File: config.mk
export PLATFORM = sky130hd
export DESIGN_NAME = alu_ctrl_decode_stage_flat
export DESIGN_NICKNAME = d
export VERILOG_FILES = /design/src/rtl/alu_ctrl_decode_stage_if.sv /design/src/rtl/alu_ctrl_decode_stage.sv /design/src/flat_wrapper.sv
export SDC_FILE = /design/constraint.sdc
export NUM_CORES = 1
export LEC_CHECK = 0
export CORE_AREA = 2 2 60 62
export CTS_CLUSTER_DIAMETER = 50
export DETAILED_ROUTE_END_ITERATION = 16
export DIE_AREA = 0 0 62 64
export PLACE_DENSITY_LB_ADDON = 0.12
export SETUP_SLACK_MARGIN = 0.15
export SYNTH_ARGS = -nofsm -noshare
export SYNTH_HDL_FRONTEND = slang
export SYNTH_SLANG_ARGS = --single-unit
File: constraint.sdc
create_clock -name clk -period 6.3 [get_ports clk]
set_clock_uncertainty 0.2 [all_clocks]
set_input_delay 1.26 -clock clk [delete_from_list [all_inputs] [get_ports clk]]
set_output_delay 1.26 -clock clk [all_outputs]
set_load 0.05 [all_outputs]
File: src/rtl/alu_ctrl_decode_stage_if.sv
// ALU control decode stage bundle.
// Decode inputs from IF/ID and registered ID/EX control outputs.
interface alu_ctrl_decode_stage_if #(
  parameter int INSTR_WIDTH       = 32,
  parameter int ILLEGAL_CNT_WIDTH = 8
);
  logic [INSTR_WIDTH-1:0]       Instr;
  logic                         InValid;
  logic                         Stall;
  logic                         Flush;
  logic [3:0]                   ALUControl;
  logic                         ALUSrcB;
  logic [4:0]                   Rd;
  logic                         RegWrite;
  logic                         Illegal;
  logic                         OutValid;
  logic [ILLEGAL_CNT_WIDTH-1:0] IllegalCount;

  modport master (
    output Instr, InValid, Stall, Flush,
    input  ALUControl, ALUSrcB, Rd, RegWrite,
    input  Illegal, OutValid, IllegalCount
  );

  modport slave (
    input  Instr, InValid, Stall, Flush,
    output ALUControl, ALUSrcB, Rd, RegWrite,
    output Illegal, OutValid, IllegalCount
  );
endinterface

File: src/rtl/alu_ctrl_decode_stage.sv
// RV32I ALU control decode stage.
// Registered ID/EX control slice with illegal-instruction counter.
module alu_ctrl_decode_stage #(
  parameter int INSTR_WIDTH       = 32,
  parameter int ILLEGAL_CNT_WIDTH = 8
) (
  input logic                   clk,
  input logic                   rst_n,
  alu_ctrl_decode_stage_if.slave bus
);
  localparam logic [3:0] OP_ADD  = 4'b0000;
  localparam logic [3:0] OP_SUB  = 4'b0001;
  localparam logic [3:0] OP_AND  = 4'b0010;
  localparam logic [3:0] OP_OR   = 4'b0011;
  localparam logic [3:0] OP_XOR  = 4'b0100;
  localparam logic [3:0] OP_SLL  = 4'b0101;
  localparam logic [3:0] OP_SRL  = 4'b0110;
  localparam logic [3:0] OP_SRA  = 4'b0111;
  localparam logic [3:0] OP_SLT  = 4'b1000;
  localparam logic [3:0] OP_SLTU = 4'b1001;

  localparam logic [6:0] F7_Z = 7'b0000000;
  localparam logic [6:0] F7_A = 7'b0100000;

  localparam logic [ILLEGAL_CNT_WIDTH-1:0] CNT_MAX = '1;

  logic [6:0] opcode;
  logic [2:0] funct3;
  logic [6:0] funct7;
  logic [4:0] rd;

  assign opcode = bus.Instr[6:0];
  assign funct3 = bus.Instr[14:12];
  assign funct7 = bus.Instr[31:25];
  assign rd     = bus.Instr[11:7];

  // rs1/rs2 fields are consumed by the register file, not here
  logic unused_rs;
  assign unused_rs = ^bus.Instr[24:15];

  logic [3:0] d_alu;
  logic       d_srcb;
  logic       d_wr;
  logic       d_ill;
  logic [3:0] f3_op;

  // Shared funct3 -> ALU op mapping for R-type and I-type ALU
  always_comb begin
    f3_op = OP_ADD;
    unique case (funct3)
      3'b000: f3_op = OP_ADD;
      3'b001: f3_op = OP_SLL;
      3'b010: f3_op = OP_SLT;
      3'b011: f3_op = OP_SLTU;
      3'b100: f3_op = OP_XOR;
      3'b101: f3_op = OP_SRL;
      3'b110: f3_op = OP_OR;
      3'b111: f3_op = OP_AND;
      default: f3_op = OP_ADD;
    endcase
  end

  // Opcode decode into raw control, then legality/rd/valid masking
  always_comb begin
    d_alu  = OP_ADD;
    d_srcb = 1'b0;
    d_wr   = 1'b0;
    d_ill  = 1'b0;
    unique case (opcode)
      7'b0110011: begin
        d_wr  = 1'b1;
        d_alu = f3_op;
        if (funct3 == 3'b000 || funct3 == 3'b101) begin
          if (funct7 == F7_A)
            d_alu = (funct3 == 3'b000) ? OP_SUB : OP_SRA;
          else if (funct7 != F7_Z)
            d_ill = 1'b1;
        end else if (funct7 != F7_Z) begin
          d_ill = 1'b1;
        end
      end
      7'b0010011: begin
        d_wr   = 1'b1;
        d_srcb = 1'b1;
        d_alu  = f3_op;
        if (funct3 == 3'b101) begin
          if (funct7 == F7_A)
            d_alu = OP_SRA;
          else if (funct7 != F7_Z)
            d_ill = 1'b1;
        end else if (funct3 == 3'b001) begin
          d_ill = (funct7 != F7_Z);
        end
      end
      7'b0000011, 7'b0110111: begin
        d_wr   = 1'b1;
        d_srcb = 1'b1;
      end
      7'b0100011: begin
        d_srcb = 1'b1;
      end
      7'b1100011: begin
        unique case (funct3[2:1])
          2'b00: d_alu = OP_SUB;
          2'b10: d_alu = OP_SLT;
          2'b11: d_alu = OP_SLTU;
          default: d_ill = 1'b1;
        endcase
      end
      default: d_ill = 1'b1;
    endcase
    if (d_ill) begin
      d_alu  = OP_ADD;
      d_srcb = 1'b0;
      d_wr   = 1'b0;
    end
    if (rd == 5'd0 || !bus.InValid)
      d_wr = 1'b0;
    if (!bus.InValid)
      d_ill = 1'b0;
  end

  // ID/EX register: reset > flush > stall > capture
  always_ff @(posedge clk) begin
    if (!rst_n) begin
      bus.ALUControl   <= OP_ADD;
      bus.ALUSrcB      <= 1'b0;
      bus.Rd           <= 5'd0;
      bus.RegWrite     <= 1'b0;
      bus.Illegal      <= 1'b0;
      bus.OutValid     <= 1'b0;
      bus.IllegalCount <= '0;
    end else if (bus.Flush) begin
      bus.ALUControl <= OP_ADD;
      bus.ALUSrcB    <= 1'b0;
      bus.Rd         <= 5'd0;
      bus.RegWrite   <= 1'b0;
      bus.Illegal    <= 1'b0;
      bus.OutValid   <= 1'b0;
    end else if (!bus.Stall) begin
      bus.ALUControl <= d_alu;
      bus.ALUSrcB    <= d_srcb;
      bus.Rd         <= rd;
      bus.RegWrite   <= d_wr;
      bus.Illegal    <= d_ill;
      bus.OutValid   <= bus.InValid;
      if (d_ill && bus.IllegalCount != CNT_MAX)
        bus.IllegalCount <= bus.IllegalCount + 1'b1;
    end
  end
endmodule

File: src/flat_wrapper.sv
// flat-port wrapper written by rule: the top's interface ports become plain ports
module alu_ctrl_decode_stage_flat 
#(
  parameter int INSTR_WIDTH       = 32,
  parameter int ILLEGAL_CNT_WIDTH = 8
)
  (clk, rst_n, bus_Instr, bus_InValid, bus_Stall, bus_Flush, bus_ALUControl, bus_ALUSrcB, bus_Rd, bus_RegWrite, bus_Illegal, bus_OutValid, bus_IllegalCount);
  alu_ctrl_decode_stage_if #(.INSTR_WIDTH(INSTR_WIDTH), .ILLEGAL_CNT_WIDTH(ILLEGAL_CNT_WIDTH)) bus_i ();
  input logic clk;
  input logic rst_n;
  input wire logic [$bits(bus_i.Instr)-1:0] bus_Instr;
  input wire logic [$bits(bus_i.InValid)-1:0] bus_InValid;
  input wire logic [$bits(bus_i.Stall)-1:0] bus_Stall;
  input wire logic [$bits(bus_i.Flush)-1:0] bus_Flush;
  output wire logic [$bits(bus_i.ALUControl)-1:0] bus_ALUControl;
  output wire logic [$bits(bus_i.ALUSrcB)-1:0] bus_ALUSrcB;
  output wire logic [$bits(bus_i.Rd)-1:0] bus_Rd;
  output wire logic [$bits(bus_i.RegWrite)-1:0] bus_RegWrite;
  output wire logic [$bits(bus_i.Illegal)-1:0] bus_Illegal;
  output wire logic [$bits(bus_i.OutValid)-1:0] bus_OutValid;
  output wire logic [$bits(bus_i.IllegalCount)-1:0] bus_IllegalCount;
  assign bus_i.Instr = bus_Instr;
  assign bus_i.InValid = bus_InValid;
  assign bus_i.Stall = bus_Stall;
  assign bus_i.Flush = bus_Flush;
  assign bus_ALUControl = bus_i.ALUControl;
  assign bus_ALUSrcB = bus_i.ALUSrcB;
  assign bus_Rd = bus_i.Rd;
  assign bus_RegWrite = bus_i.RegWrite;
  assign bus_Illegal = bus_i.Illegal;
  assign bus_OutValid = bus_i.OutValid;
  assign bus_IllegalCount = bus_i.IllegalCount;
  alu_ctrl_decode_stage #(.INSTR_WIDTH(INSTR_WIDTH), .ILLEGAL_CNT_WIDTH(ILLEGAL_CNT_WIDTH)) u_core (.clk(clk), .rst_n(rst_n), .bus(bus_i));
endmodule
==> results.md <==
* # DRC at 0
* CTS Sinks at 21
* RSZ-0062 raised after global routing: no
* Synth top area cells: dfxtp_1, mux2i_1, ha_1, nand2_1, nor2_1
* Worst-margin pin slew at 0.6559 ns
* Net Count, Synth at 192
* Final wirelength at between 3 and 4 mm
* Most frequent cells in the layout: clkdlybuf4s50_1, dfxtp_1, nor2_1, nand2_1, a21oi_1
* Pwr/cell area at 143.3 nW/um^2
* I/O pin count at just under 60
* F_max at around 260 MHz
* Root Buffer: clkbuf_4
* Worst setup EP type: register
* Max VDD drop at approximately 0.094 mV
* Setup TNS at 0 ns
* Cell taking the most area after synthesis: dfxtp_1
* CTS max path bufs at 2
* Routed len/inst at 13.00 um
* Tmin final at 3.794 ns
* Synth warn at 0
* Die height at 64 um
* 1st-iter DRT viols at a little over 60
* Antenna violations before repair at 0
* Gr usage total at roughly 16%
* Worst hold path depth at 2
* FF-to-FF path depth at 6
* Top-area cell type share of the netlist area at 33.47%
* Die area at 3968 um^2
* Final antenna-violating net count at 0
* GP Congestion at 0.8792
* Post-CTS setup buffer count at 0
* LEAKAGE at 0.0006375 uW
* Yosys cell types at 42
* First-pass GRT wire length at 5.043 mm
* Post-CTS Hold Fix Bufs at 0
* CTS tree: yes
* Fraction of layout cells with a size suffix above 1 at ~4.6%
* Clock-pin slew of the registers on the worst-case setup and hold paths at 0.12 ns
* Final setup fails at 0
* Core footprint at 3284 um^2
* Initial Util at a little under two fifths
* Row cnt at 21
* Critical path type: primary input to register
* CTS Buf Count at 3
* Clock latency on the worst-skew pair at roughly 0.30 ns
* Area Growth Syn to Fin at 42.23%
* CP Launch Type: primary input
* Post-DP HPWL at 2.427 mm
* Final period util at about 60%
* Vias per inst at about 5.3
* CTS H-tree depth at 1
* Max Cap Viol at 0
* Commonest non-fill, non-tap cell in the layout: clkdlybuf4s50_1
* Post-cts sizing count at 0
* Worst hold path type: register to register
* Final Hold Fails at 0
* Post-synthesis cell count at 150
* Ant. Diodes at 0
* Status: finished clean
* DR pass1 iterations at 4
* Worst Path Max Fanout at 10
* Layout Utilization at a little over half
* Vias in the first global route at 1152
* Chip width at 62 um
* Total gr overflow at 0
* Port buffer count at 47
* Post-synth design cell area at 1256 um^2
* Largest net degree at the start of global routing at 19
* Syn_area_per_cell at 8.375 um^2
* Final #Nets at approximately 240
* Slew headroom at 56.14%
* Arr. time, crit path at 3.83 ns
* Worst endpoint required time at 6.34 ns
* Via count at around 1300
* FF+latch count, synth at 21
* Slew Viols, Final at 0
* Sequential-to-total area share from yosys stat at 33.47%
-- power breakdown --
part | internal, uW | switching, uW
clock network | 23.7 | 41.0
logic | 26.5 | 28.9
registers | 135 | 1.39
-- metrics by stage --
step / worst slack (ns) / cells / hold WS [ns] / total power (uW) / instance area, um^2
finish: 2.506 / 241 / 0.2705 / 256.1 / 1787
global route: 2.348 / 241 / 0.3034 / 269.9 / 1787
CTS: 2.530 / 241 / 0.2757 / 258.6 / 1787
detailed placement: 2.201 / 237 / 0.2574 / 194.4 / 1759
global placement: 2.260 / 237 / 0.2524 / 193.1 / 1759
floorplan: 3.007 / 150 / 0.4770 / 166.7 / 1256
-- worst max-delay path: stages --
cell and delay, ns:
clkdlybuf4s50_1 0.66, inv_1 0.14, ha_1 0.22, nor4b_1 0.25, o31a_1 0.23, o41ai_2 0.12, or2_1 0.30, or4_1 0.52
a21oi_1 0.12
-- worst paths after layout --
path,start,end,slack [ns]
worst max register to register,u_core.bus.IllegalCount[0],u_core.bus.IllegalCount[4],3.84
worst min register to register,u_core.bus.RegWrite,u_core.bus.RegWrite,0.27
worst max-delay path,bus_Instr[14],u_core.bus.RegWrite,2.51
worst min-delay path,u_core.bus.RegWrite,u_core.bus.RegWrite,0.27
-- layout make-up --
cell class	count	area [um^2]
Fill cell	321	1498
Tap cell	46	57.56
Timing Repair Buffer	47	470.5
Clock inverter	1	5.005
Sequential cell	21	420.4
Inverter	4	15.01
Clock buffer	3	22.52
Multi-Input combinational cell	119	795.8
-- logic make-up after synthesis --
group	count (synthesis)	synth area share, %
AOI/OAI and AO/OA	32	17.43
xor gates and xnor gates	5	3.487
adders and majority gates	5	4.980
buffers and inverters	10	3.186
DFF	21	33.47
muxes	7	5.578
and+or+nand+nor	70	31.87
-- layer usage --
| metal | share of wire, % | global-route usage (%) | vias up |
|---|---|---|---|
| met3 | 5.4 | 4.049 | 2 |
| met5 | 0 | 0 | - |
| met1 | 45 | 21.09 | 604 |
| met2 | 49 | 27.34 | 38 |
| met4 | 0.41 | 2.394 | 0 |
| li1 | - | - | 640 |
-- synth_stat cells, drive strengths merged --
cell,number
dfxtp,21
nand2,16
nor2,15
a21oi,8
o21ai,8
mux2i,7
and2,5
clkbuf,5
ha,5
nand2b,5
inv,4
nand4,4
or3,4
or4,4
and3,3
nand3,3
o22ai,3
xnor2,3
a21boi,2
a311oi,2
and3b,2
and4,2
nor2b,2
o2111ai,2
xor2,2
a2bb2oi,1
a31oi,1
a41oi,1
and4bb,1
buf,1
nand4b,1
nor4,1
nor4b,1
o211ai,1
o21a,1
o31a,1
o41ai,1
or2,1
-- flip-flops by register name, indices dropped and copies added, names as in the netlist --
name / cells
u_core.bus.OutValid: 1
u_core.bus.Illegal: 1
u_core.bus.ALUSrcB: 1
u_core.bus.Rd: 5
u_core.bus.ALUControl: 4
u_core.bus.RegWrite: 1
u_core.bus.IllegalCount: 8
(Power assumes the default switching activity.)
